`src/rtl/dxl_status_parser.sv`:
```
// Dynamixel protocol 2.0 status-packet parser fed one byte per rx_valid strobe.
// Optional inter-byte timeout is enabled by defining DXL_STATUS_TIMEOUT_EN.
module dxl_status_parser #(
    parameter int unsigned MAX_PARAMS   = 4,
    parameter int unsigned TIMEOUT_CLKS = 4350
) (
    input  logic                    clock,
    input  logic                    reset,
    input  logic                    rx_valid,
    input  logic [7:0]              rx_byte,
    input  logic [7:0]              expected_id,
    output logic                    pkt_valid,
    output logic [7:0]              pkt_id,
    output logic [7:0]              pkt_error,
    output logic [3:0]              pkt_param_count,
    output logic [8*MAX_PARAMS-1:0] pkt_params,
    output logic                    crc_error,
    output logic                    frame_error,
    output logic                    busy
);

    if (MAX_PARAMS < 1 || MAX_PARAMS > 8) begin : g_bad_max_params
        $error("MAX_PARAMS must be in 1..8");
    end
    if (TIMEOUT_CLKS < 1) begin : g_bad_timeout
        $error("TIMEOUT_CLKS must be at least 1");
    end

    typedef enum logic [3:0] {
        StHdr1, StHdr2, StHdr3, StRsv, StId, StLenL, StLenH,
        StInstr, StErr, StParam, StCrcL, StCrcH
    } state_e;

    function automatic logic [15:0] crc_upd(input logic [15:0] crc, input logic [7:0] b);
        logic [15:0] c;
        c = crc ^ {b, 8'h00};
        for (int i = 0; i < 8; i++) begin
            if (c[15]) c = {c[14:0], 1'b0} ^ 16'h8005;
            else       c = {c[14:0], 1'b0};
        end
        return c;
    endfunction

    // Extra 0xFF bytes before FD are hunt noise, so the accumulator restarts from FF FF FD.
    localparam logic [15:0] HdrCrc = crc_upd(crc_upd(crc_upd(16'h0000, 8'hFF), 8'hFF), 8'hFD);

    state_e                  state_q, state_d;
    logic [15:0]             crc_q, crc_d;
    logic [7:0]              len_lo_q, len_lo_d;
    logic [3:0]              count_q, count_d;
    logic [3:0]              idx_q, idx_d;
    logic [7:0]              id_q, id_d;
    logic [7:0]              err_q, err_d;
    logic [7:0]              crc_lo_q, crc_lo_d;
    logic [8*MAX_PARAMS-1:0] shadow_q, shadow_d;

    logic                    pkt_valid_q, pkt_valid_d;
    logic [7:0]              pkt_id_q, pkt_id_d;
    logic [7:0]              pkt_error_q, pkt_error_d;
    logic [3:0]              pkt_count_q, pkt_count_d;
    logic [8*MAX_PARAMS-1:0] pkt_params_q, pkt_params_d;
    logic                    crc_error_q, crc_error_d;
    logic                    frame_error_q, frame_error_d;

    logic [15:0] crc_next;
    logic [15:0] len_full;

`ifdef DXL_STATUS_TIMEOUT_EN
    localparam int unsigned TmoW = $clog2(TIMEOUT_CLKS + 1);
    logic [TmoW-1:0] tmo_q, tmo_d;
`endif

    assign busy     = (state_q != StHdr1);
    assign crc_next = crc_upd(crc_q, rx_byte);
    assign len_full = {rx_byte, len_lo_q};

    always_comb begin
        state_d       = state_q;
        crc_d         = crc_q;
        len_lo_d      = len_lo_q;
        count_d       = count_q;
        idx_d         = idx_q;
        id_d          = id_q;
        err_d         = err_q;
        crc_lo_d      = crc_lo_q;
        shadow_d      = shadow_q;
        pkt_valid_d   = 1'b0;
        pkt_id_d      = pkt_id_q;
        pkt_error_d   = pkt_error_q;
        pkt_count_d   = pkt_count_q;
        pkt_params_d  = pkt_params_q;
        crc_error_d   = 1'b0;
        frame_error_d = 1'b0;

        if (rx_valid) begin
            unique case (state_q)
                StHdr1: begin
                    if (rx_byte == 8'hFF) state_d = StHdr2;
                end
                StHdr2: begin
                    state_d = (rx_byte == 8'hFF) ? StHdr3 : StHdr1;
                end
                StHdr3: begin
                    if (rx_byte == 8'hFD) begin
                        state_d = StRsv;
                        crc_d   = HdrCrc;
                    end else if (rx_byte != 8'hFF) begin
                        state_d = StHdr1;
                    end
                end
                StRsv: begin
                    if (rx_byte == 8'h00) begin
                        state_d = StId;
                        crc_d   = crc_next;
                    end else begin
                        state_d       = StHdr1;
                        frame_error_d = 1'b1;
                    end
                end
                StId: begin
                    if (rx_byte == expected_id || rx_byte == 8'hFE) begin
                        state_d  = StLenL;
                        crc_d    = crc_next;
                        id_d     = rx_byte;
                        shadow_d = '0;
                    end else begin
                        state_d = StHdr1;
                    end
                end
                StLenL: begin
                    state_d  = StLenH;
                    crc_d    = crc_next;
                    len_lo_d = rx_byte;
                end
                StLenH: begin
                    if (len_full < 16'd4 || len_full > 16'(MAX_PARAMS + 4)) begin
                        state_d       = StHdr1;
                        frame_error_d = 1'b1;
                    end else begin
                        state_d = StInstr;
                        crc_d   = crc_next;
                        count_d = len_full[3:0] - 4'd4;
                    end
                end
                StInstr: begin
                    if (rx_byte == 8'h55) begin
                        state_d = StErr;
                        crc_d   = crc_next;
                    end else begin
                        state_d       = StHdr1;
                        frame_error_d = 1'b1;
                    end
                end
                StErr: begin
                    crc_d   = crc_next;
                    err_d   = rx_byte;
                    idx_d   = 4'd0;
                    state_d = (count_q != 4'd0) ? StParam : StCrcL;
                end
                StParam: begin
                    crc_d = crc_next;
                    for (int i = 0; i < int'(MAX_PARAMS); i++) begin
                        if (idx_q == 4'(i)) shadow_d[i*8 +: 8] = rx_byte;
                    end
                    idx_d = idx_q + 4'd1;
                    if (idx_q + 4'd1 == count_q) state_d = StCrcL;
                end
                StCrcL: begin
                    crc_lo_d = rx_byte;
                    state_d  = StCrcH;
                end
                StCrcH: begin
                    state_d = StHdr1;
                    if ({rx_byte, crc_lo_q} == crc_q) begin
                        pkt_valid_d  = 1'b1;
                        pkt_id_d     = id_q;
                        pkt_error_d  = err_q;
                        pkt_count_d  = count_q;
                        pkt_params_d = shadow_q;
                    end else begin
                        crc_error_d = 1'b1;
                    end
                end
                default: state_d = StHdr1;
            endcase
        end

`ifdef DXL_STATUS_TIMEOUT_EN
        // Only idle cycles inside a packet count toward the timeout.
        if (!busy || rx_valid) begin
            tmo_d = '0;
        end else if (tmo_q == TmoW'(TIMEOUT_CLKS - 1)) begin
            tmo_d         = '0;
            state_d       = StHdr1;
            frame_error_d = 1'b1;
        end else begin
            tmo_d = tmo_q + TmoW'(1);
        end
`endif
    end

    always_ff @(posedge clock or posedge reset) begin
        if (reset) begin
            state_q       <= StHdr1;
            crc_q         <= '0;
            len_lo_q      <= '0;
            count_q       <= '0;
            idx_q         <= '0;
            id_q          <= '0;
            err_q         <= '0;
            crc_lo_q      <= '0;
            shadow_q      <= '0;
            pkt_valid_q   <= 1'b0;
            pkt_id_q      <= '0;
            pkt_error_q   <= '0;
            pkt_count_q   <= '0;
            pkt_params_q  <= '0;
            crc_error_q   <= 1'b0;
            frame_error_q <= 1'b0;
`ifdef DXL_STATUS_TIMEOUT_EN
            tmo_q         <= '0;
`endif
        end else begin
            state_q       <= state_d;
            crc_q         <= crc_d;
            len_lo_q      <= len_lo_d;
            count_q       <= count_d;
            idx_q         <= idx_d;
            id_q          <= id_d;
            err_q         <= err_d;
            crc_lo_q      <= crc_lo_d;
            shadow_q      <= shadow_d;
            pkt_valid_q   <= pkt_valid_d;
            pkt_id_q      <= pkt_id_d;
            pkt_error_q   <= pkt_error_d;
            pkt_count_q   <= pkt_count_d;
            pkt_params_q  <= pkt_params_d;
            crc_error_q   <= crc_error_d;
            frame_error_q <= frame_error_d;
`ifdef DXL_STATUS_TIMEOUT_EN
            tmo_q         <= tmo_d;
`endif
        end
    end

    assign pkt_valid       = pkt_valid_q;
    assign pkt_id          = pkt_id_q;
    assign pkt_error       = pkt_error_q;
    assign pkt_param_count = pkt_count_q;
    assign pkt_params      = pkt_params_q;
    assign crc_error       = crc_error_q;
    assign frame_error     = frame_error_q;

endmodule

```
`config.mk`:
```
export PLATFORM = sky130hd
export DESIGN_NAME = dxl_status_parser
export DESIGN_NICKNAME = d
export VERILOG_FILES = /design/src/rtl/dxl_status_parser.sv
export SDC_FILE = /design/constraint.sdc
export NUM_CORES = 1
export LEC_CHECK = 0
export CAP_MARGIN = 20
export CORE_ASPECT_RATIO = 1.2
export CORE_MARGIN = 2
export CORE_UTILIZATION = 30
export CTS_CLUSTER_DIAMETER = 80
export DETAILED_ROUTE_END_ITERATION = 16
export GPL_TIMING_DRIVEN = 1
export PLACE_DENSITY = 0.58
export SLEW_MARGIN = 20
export SYNTH_ARGS = -nofsm -noshare
export SYNTH_HDL_FRONTEND = slang
export SYNTH_SLANG_ARGS = --single-unit
```
`constraint.sdc`:
```
create_clock -name clock -period 13.8 [get_ports clock]
set_clock_uncertainty 0.1 [all_clocks]
set_input_delay 2.76 -clock clock [delete_from_list [all_inputs] [get_ports clock]]
set_output_delay 2.76 -clock clock [all_outputs]
set_load 0.1 [all_outputs]
```
### After elaboration in Yosys (flattened, before gate mapping)

Cells that the tools add are included.
Widths: inputs -> output; s select.

| word-level totals | value |
|---|---|
| flip-flop bits (word level) | 147 |
| input bits | 19 |
| logic and storage cells | 134 |

| cells by class | value |
|---|---|
| add/subtract/negate cells | 2 |
| $lt $le $gt $ge | 2 |
| equality and inequality tests | 34 |
| multiplexer cells | 43 |
| bitwise operators | 10 |
| reduce and logical (&&, ||, !) cells | 24 |

Operator list:

| operator | number |
|---|---|
| $mux 16 | 13 |
| $pmux 16 s6 | 1 |
| $pmux 32 s2 | 1 |
| $pmux 4 s11 | 1 |
| $mux 32 | 1 |
| $mux 8 | 4 |
| $eq 8x8->1 const B | 3 |
| $not 3->3 | 8 |
| $ne 2x2->1 const B | 11 |
| $mux 4 | 5 |
| $reduce_and 4->1 | 5 |
| $eq 16x16->1 | 1 |
| $eq 4x2->1 const B | 4 |
| $eq 4x3->1 const B | 4 |
| $eq 4x4->1 const B | 4 |
| $gt 16x4->1 const B | 1 |
| $lt 16x3->1 const B | 1 |
| $xor 16x16->16 | 1 |
| $mux 1 | 10 |
| $mux 3 | 3 |
| $reduce_and 3->1 | 3 |
| $eq 4x1->1 const B | 2 |
| $eq 8x7->1 const B | 1 |
| $eq 8x8->1 | 1 |
| other kinds (18) | 26 |

### Logic depth before layout (Yosys ltp)

| logic depth | value |
|---|---|
| depth in word-level cells | 19 |
| depth in mapped cells | 10 |
| mapped depth without buffers | 8 |

### Worst setup path before layout

OpenSTA, ideal clock, no wires.

| path | value |
|---|---|
| path type | input port to flip-flop |
| start point | input rx_byte[7] |
| end point | register crc_q[15] |
| library setup time | 0.125 ns |
| arrival time | 4.553 ns |
| path slack | 9.022 ns |
| cell stages on the path | 8 |
| path buffers | 1 |
| cells stage by stage | buf_2 > xnor2_1 > ha_1 > xor2_1 > xnor3_1 > xnor3_1 > nor2_1 > mux2_4 |

| on the way | value |
|---|---|
| longest elaborated chain between the ends | 11 |
| elaborated cells on any way between the ends | 29 |

Ends and longest elaborated chain:

| element | line | source |
|---|---|---|
| start: declaration | 10 | `input logic [7:0] rx_byte,` |
| $xor 16x16->16 | 36 | `c = crc ^ {b, 8'h00};` |
| $mux 16 (8 in a row) | 38 | `if (c[15]) c = {c[14:0], 1'b0} ^ 16'h8005;` |
| $mux 16 (on tied branches) | n/a |  |
| $pmux 16 s6 | 96 | `unique case (state_q)` |
| end signal: assignment | 225 | `crc_q <= crc_d;` |
| end: declaration | 48 | `logic [15:0] crc_q, crc_d;` |

Parallel ways exist; a longest one is shown, timed or not. The select of a mux whose other input is x is not followed.
A chain may end at the register's enable or synchronous reset.

### Final worst setup path

| path | value |
|---|---|
| start point | register state_q[0] |
| end point | output busy |

| on the way | value |
|---|---|
| longest elaborated chain between the ends | 1 |

Ends and longest elaborated chain:

| element | line | source |
|---|---|---|
| start: declaration | 47 | `state_e state_q, state_d;` |
| start signal: assignment | 204 | `state_q <= StHdr1;` |
| start signal: assignment | 224 | `state_q <= state_d;` |
| $reduce_bool 4->1 | 73 | `assign busy = (state_q != StHdr1);` |
| end: declaration | 19 | `output logic busy` |

No other way between the ends.

==> results.md <==
- Status: completed
- Net count, final: 717
- Final Cell Area: 8360 um^2
- Die Y: 168 um
- Chip width: 141 um
- MaxCap Viol Count: 0
- PD cells: 120 nW/um^2
- # DRC: 0
- RePlAce Congestion: 0.810
- Final Hold Viols: 0
- Antenna Cells: 0
- Leak: 0.00401 uW
- Worst Hold Class: register to register
- Critical-path cell list: nor2_1, nand2_1, clkdlybuf4s50_1
- DP Area: 7780 um^2
- Synth async-reset ratio: 100%
- Worst path bufs/invs: 1
- Wire per inst: 15.5 um
- Slowest CP cell: clkdlybuf4s50_1
- Routed vias: 4543
- RSZ-0062 raised after global routing: false
- Largest family of logic cells by synthesized area: simple AND/OR/NAND/NOR gates
- Fraction of layout cells with a size suffix above 1: 14.3%
- Post-Synth Adder-Cell Area: 1.67%
- Via density: 4.64
- Synth unique cells: 56
- Complex-gate fraction of the synthesized area: 7.76%
- Post-synthesis sequential area ratio: 54.4%
- Post-synth top flop: dfrtp_1
- Cts repair resizes: 0
- Post-synthesis xor/xnor area fraction: 5.96%
- Final min period: 5.63 ns
- Tot GR Track Use: 13.6%
- Routed WL: 15.2 mm
- PortBufs: 74
- Post-Route Utilization: 37.5%
- Worst-path clk slew: 0.06 ns
- CTS tree: yes
- Clk_lat worst skew: 0.42 ns
- Worst VDD drop: 0.0741 mV
- Clk sink count: 147
- Pre-Repair DR Iteration Count: 4
- Worst EP required: 10.94 ns
- Post-route ant nets: 0
- Power Total: 1010 uW
- Die area: 23700 um^2
- Max clock buf depth: 2
- Critical Path Fanout Max: 25
- Maximum clock frequency: 0.177 GHz
- Max_slew headroom: 31.7%
- Site Rows: 60
- Synthesized cell area: 6760 um^2
- TNS Setup: 0 ns
- DP HPWL: 10.5 mm
- Seq cells post-synth: 147
- Root Driver: clkbuf_16
- Initial antenna violation count: 0
- Setup Fix Bufs, Post-CTS: 0
- Layout area overhead: 23.8%
- Top-Level Pins: 75
- Warning count from the yosys run: 0
- Part of the cycle the worst path needs: 40.8%
- CP Data Arrival Time: 2.77 ns
- First-pass GRT wire length: 25.0 mm
- Mapped Cells: 620
- Starting DRT DRC Count: 243
- Hold buffer count at cts: 0
- Slew @ Worst Pin: 1.02 ns
- Crit. End Element: output port
- Crit-path leading delay family: buffers and inverters
- WS Path Type: register to output port
- CTS Buf Count: 17
- Commonest cells after routing, fill and taps aside: nand2_1 (170), dfrtp_1 (147), clkdlybuf4s50_1 (74)
- EDFF count, synth: 0
- Simple-gate share of the synthesized area: 16.6%
- Mean Syn Cell Area: 10.9 um^2
- Core area: 22300 um^2
- GRT overflow: 0
- Starting Density: 30.3%
- Max Slew Vio Count: 0
- Largest net degree at the start of global routing: 81
- Mux cell area share after synthesis: 10.2%
- H-tree depth: 4
- CP peak stage delay: 1.15 ns
- Synth Net Count: 648
- Startpoint Class: register
- Finish-stage setup viols: 0
- Vias in the first global route: 4535
- Commonest non-fill, non-tap cell in the layout: nand2_1
==> kinds of logic (layout without fill, tap and decap cells) <==
family	Yosys count	count (layout)
flops	147	147
fa+ha+maj	9	9
mux	60	60
compound gates	64	64
xor+xnor	42	42
buf+inv	51	132
simple gates	247	247
==> per-layer routing <==
| metal | global-route usage [%] | part of all wire [%] | vias up |
|---|---|---|---|
| li1 | - | - | 2216 |
| met1 | 17.4 | 45 | 2241 |
| met2 | 22.7 | 51 | 70 |
| met3 | 2.93 | 2.4 | 16 |
| met4 | 5.22 | 1.5 | 0 |
| met5 | 0 | 0 | - |
==> final cells by class <==
| type | count | area [um^2] |
|---|---|---|
| fillers | 2181 | 13900 |
| flip-flops and latches | 147 | 3680 |
| multi-input cells | 422 | 2850 |
| repair buffers | 79 | 811 |
| clock buffers | 21 | 460 |
| well taps | 279 | 349 |
| clock inverters | 10 | 124 |
| inverters | 22 | 87.6 |
==> final timing paths <==
kind,startpoint,to,slack (ns),depth (start not counted)
max in group asynchronous,reset,pkt_params[6]$_DFFE_PP0P_,9.51,3
min,pkt_params[19]$_DFFE_PP0P_,pkt_params[19]$_DFFE_PP0P_,0.36,2
max,state_q[0]$_DFFE_PP0P_,busy,8.17,3
max reg2reg,state_q[2]$_DFFE_PP0P_,id_q[0]$_DFFE_PP0P_,11.08,5
min reg2reg,pkt_params[19]$_DFFE_PP0P_,pkt_params[19]$_DFFE_PP0P_,0.36,2
min in group asynchronous,reset,pkt_valid$_DFF_PP0_,2.72,2
==> cells in the mapped netlist, types with 2 or more instances <==
cell,n,share of area (%)
a21oi_1,3,0.22
and2_1,6,0.56
buf_1,2,0.11
buf_2,10,0.74
buf_4,4,0.44
clkbuf_1,12,0.67
dfrtp_1,147,54
ha_1,9,1.7
inv_1,22,1.2
mux2_2,40,6.7
mux2_4,8,1.8
mux2i_1,12,1.8
nand2_1,170,9.4
nand2b_1,7,0.65
nand3_1,9,0.67
nand3b_1,2,0.22
nand4_1,5,0.46
nor2_1,23,1.3
nor2b_1,2,0.19
nor3_1,4,0.30
nor4_1,5,0.46
nor4_4,3,0.94
o211ai_1,3,0.33
o21ai_0,18,1.3
o2bb2ai_1,24,3.1
o41ai_1,2,0.26
xnor2_1,22,2.9
xnor3_1,2,0.67
xor2_1,17,2.2
==> where the power goes <==
part | switching (uW) | total [uW] | internal (uW)
registers | 12.8 | 448 | 436
clock network | 183 | 459 | 276
logic | 59.9 | 97.7 | 37.8
==> worst reg2reg max path: cells and delay by family (launching register included) <==
family / cells / cell delay (ns)
flops: 1 / 0.62
buf+inv: 1 / 0.23
compound gates: 1 / 0.39
mux: 1 / 0.39
simple gates: 2 / 0.88
==> state kept, by name (all words and copies together) (netlist names) <==
| register | flops |
|---|---|
| frame_error | 1 |
| pkt_id | 8 |
| id_q | 8 |
| crc_error | 1 |
| state_q | 4 |
| crc_q | 16 |
| err_q | 8 |
| pkt_params | 32 |
| crc_lo_q | 8 |
| shadow_q | 32 |
| pkt_param_count | 4 |
| count_q | 4 |
| pkt_error | 8 |
| idx_q | 4 |
| pkt_valid | 1 |
| len_lo_q | 8 |
==> per-stage QoR <==
stage | worst slack (ns) | hold slack (ns) | cells
finish | 8.17 | 0.363 | 980
global route | 7.98 | 0.390 | 980
global placement | 7.61 | 0.348 | 947
CTS | 8.15 | 0.366 | 980
floorplan | 6.99 | 0.341 | 620
detailed placement | 8.07 | 0.353 | 949
(Power assumes the default switching activity.)
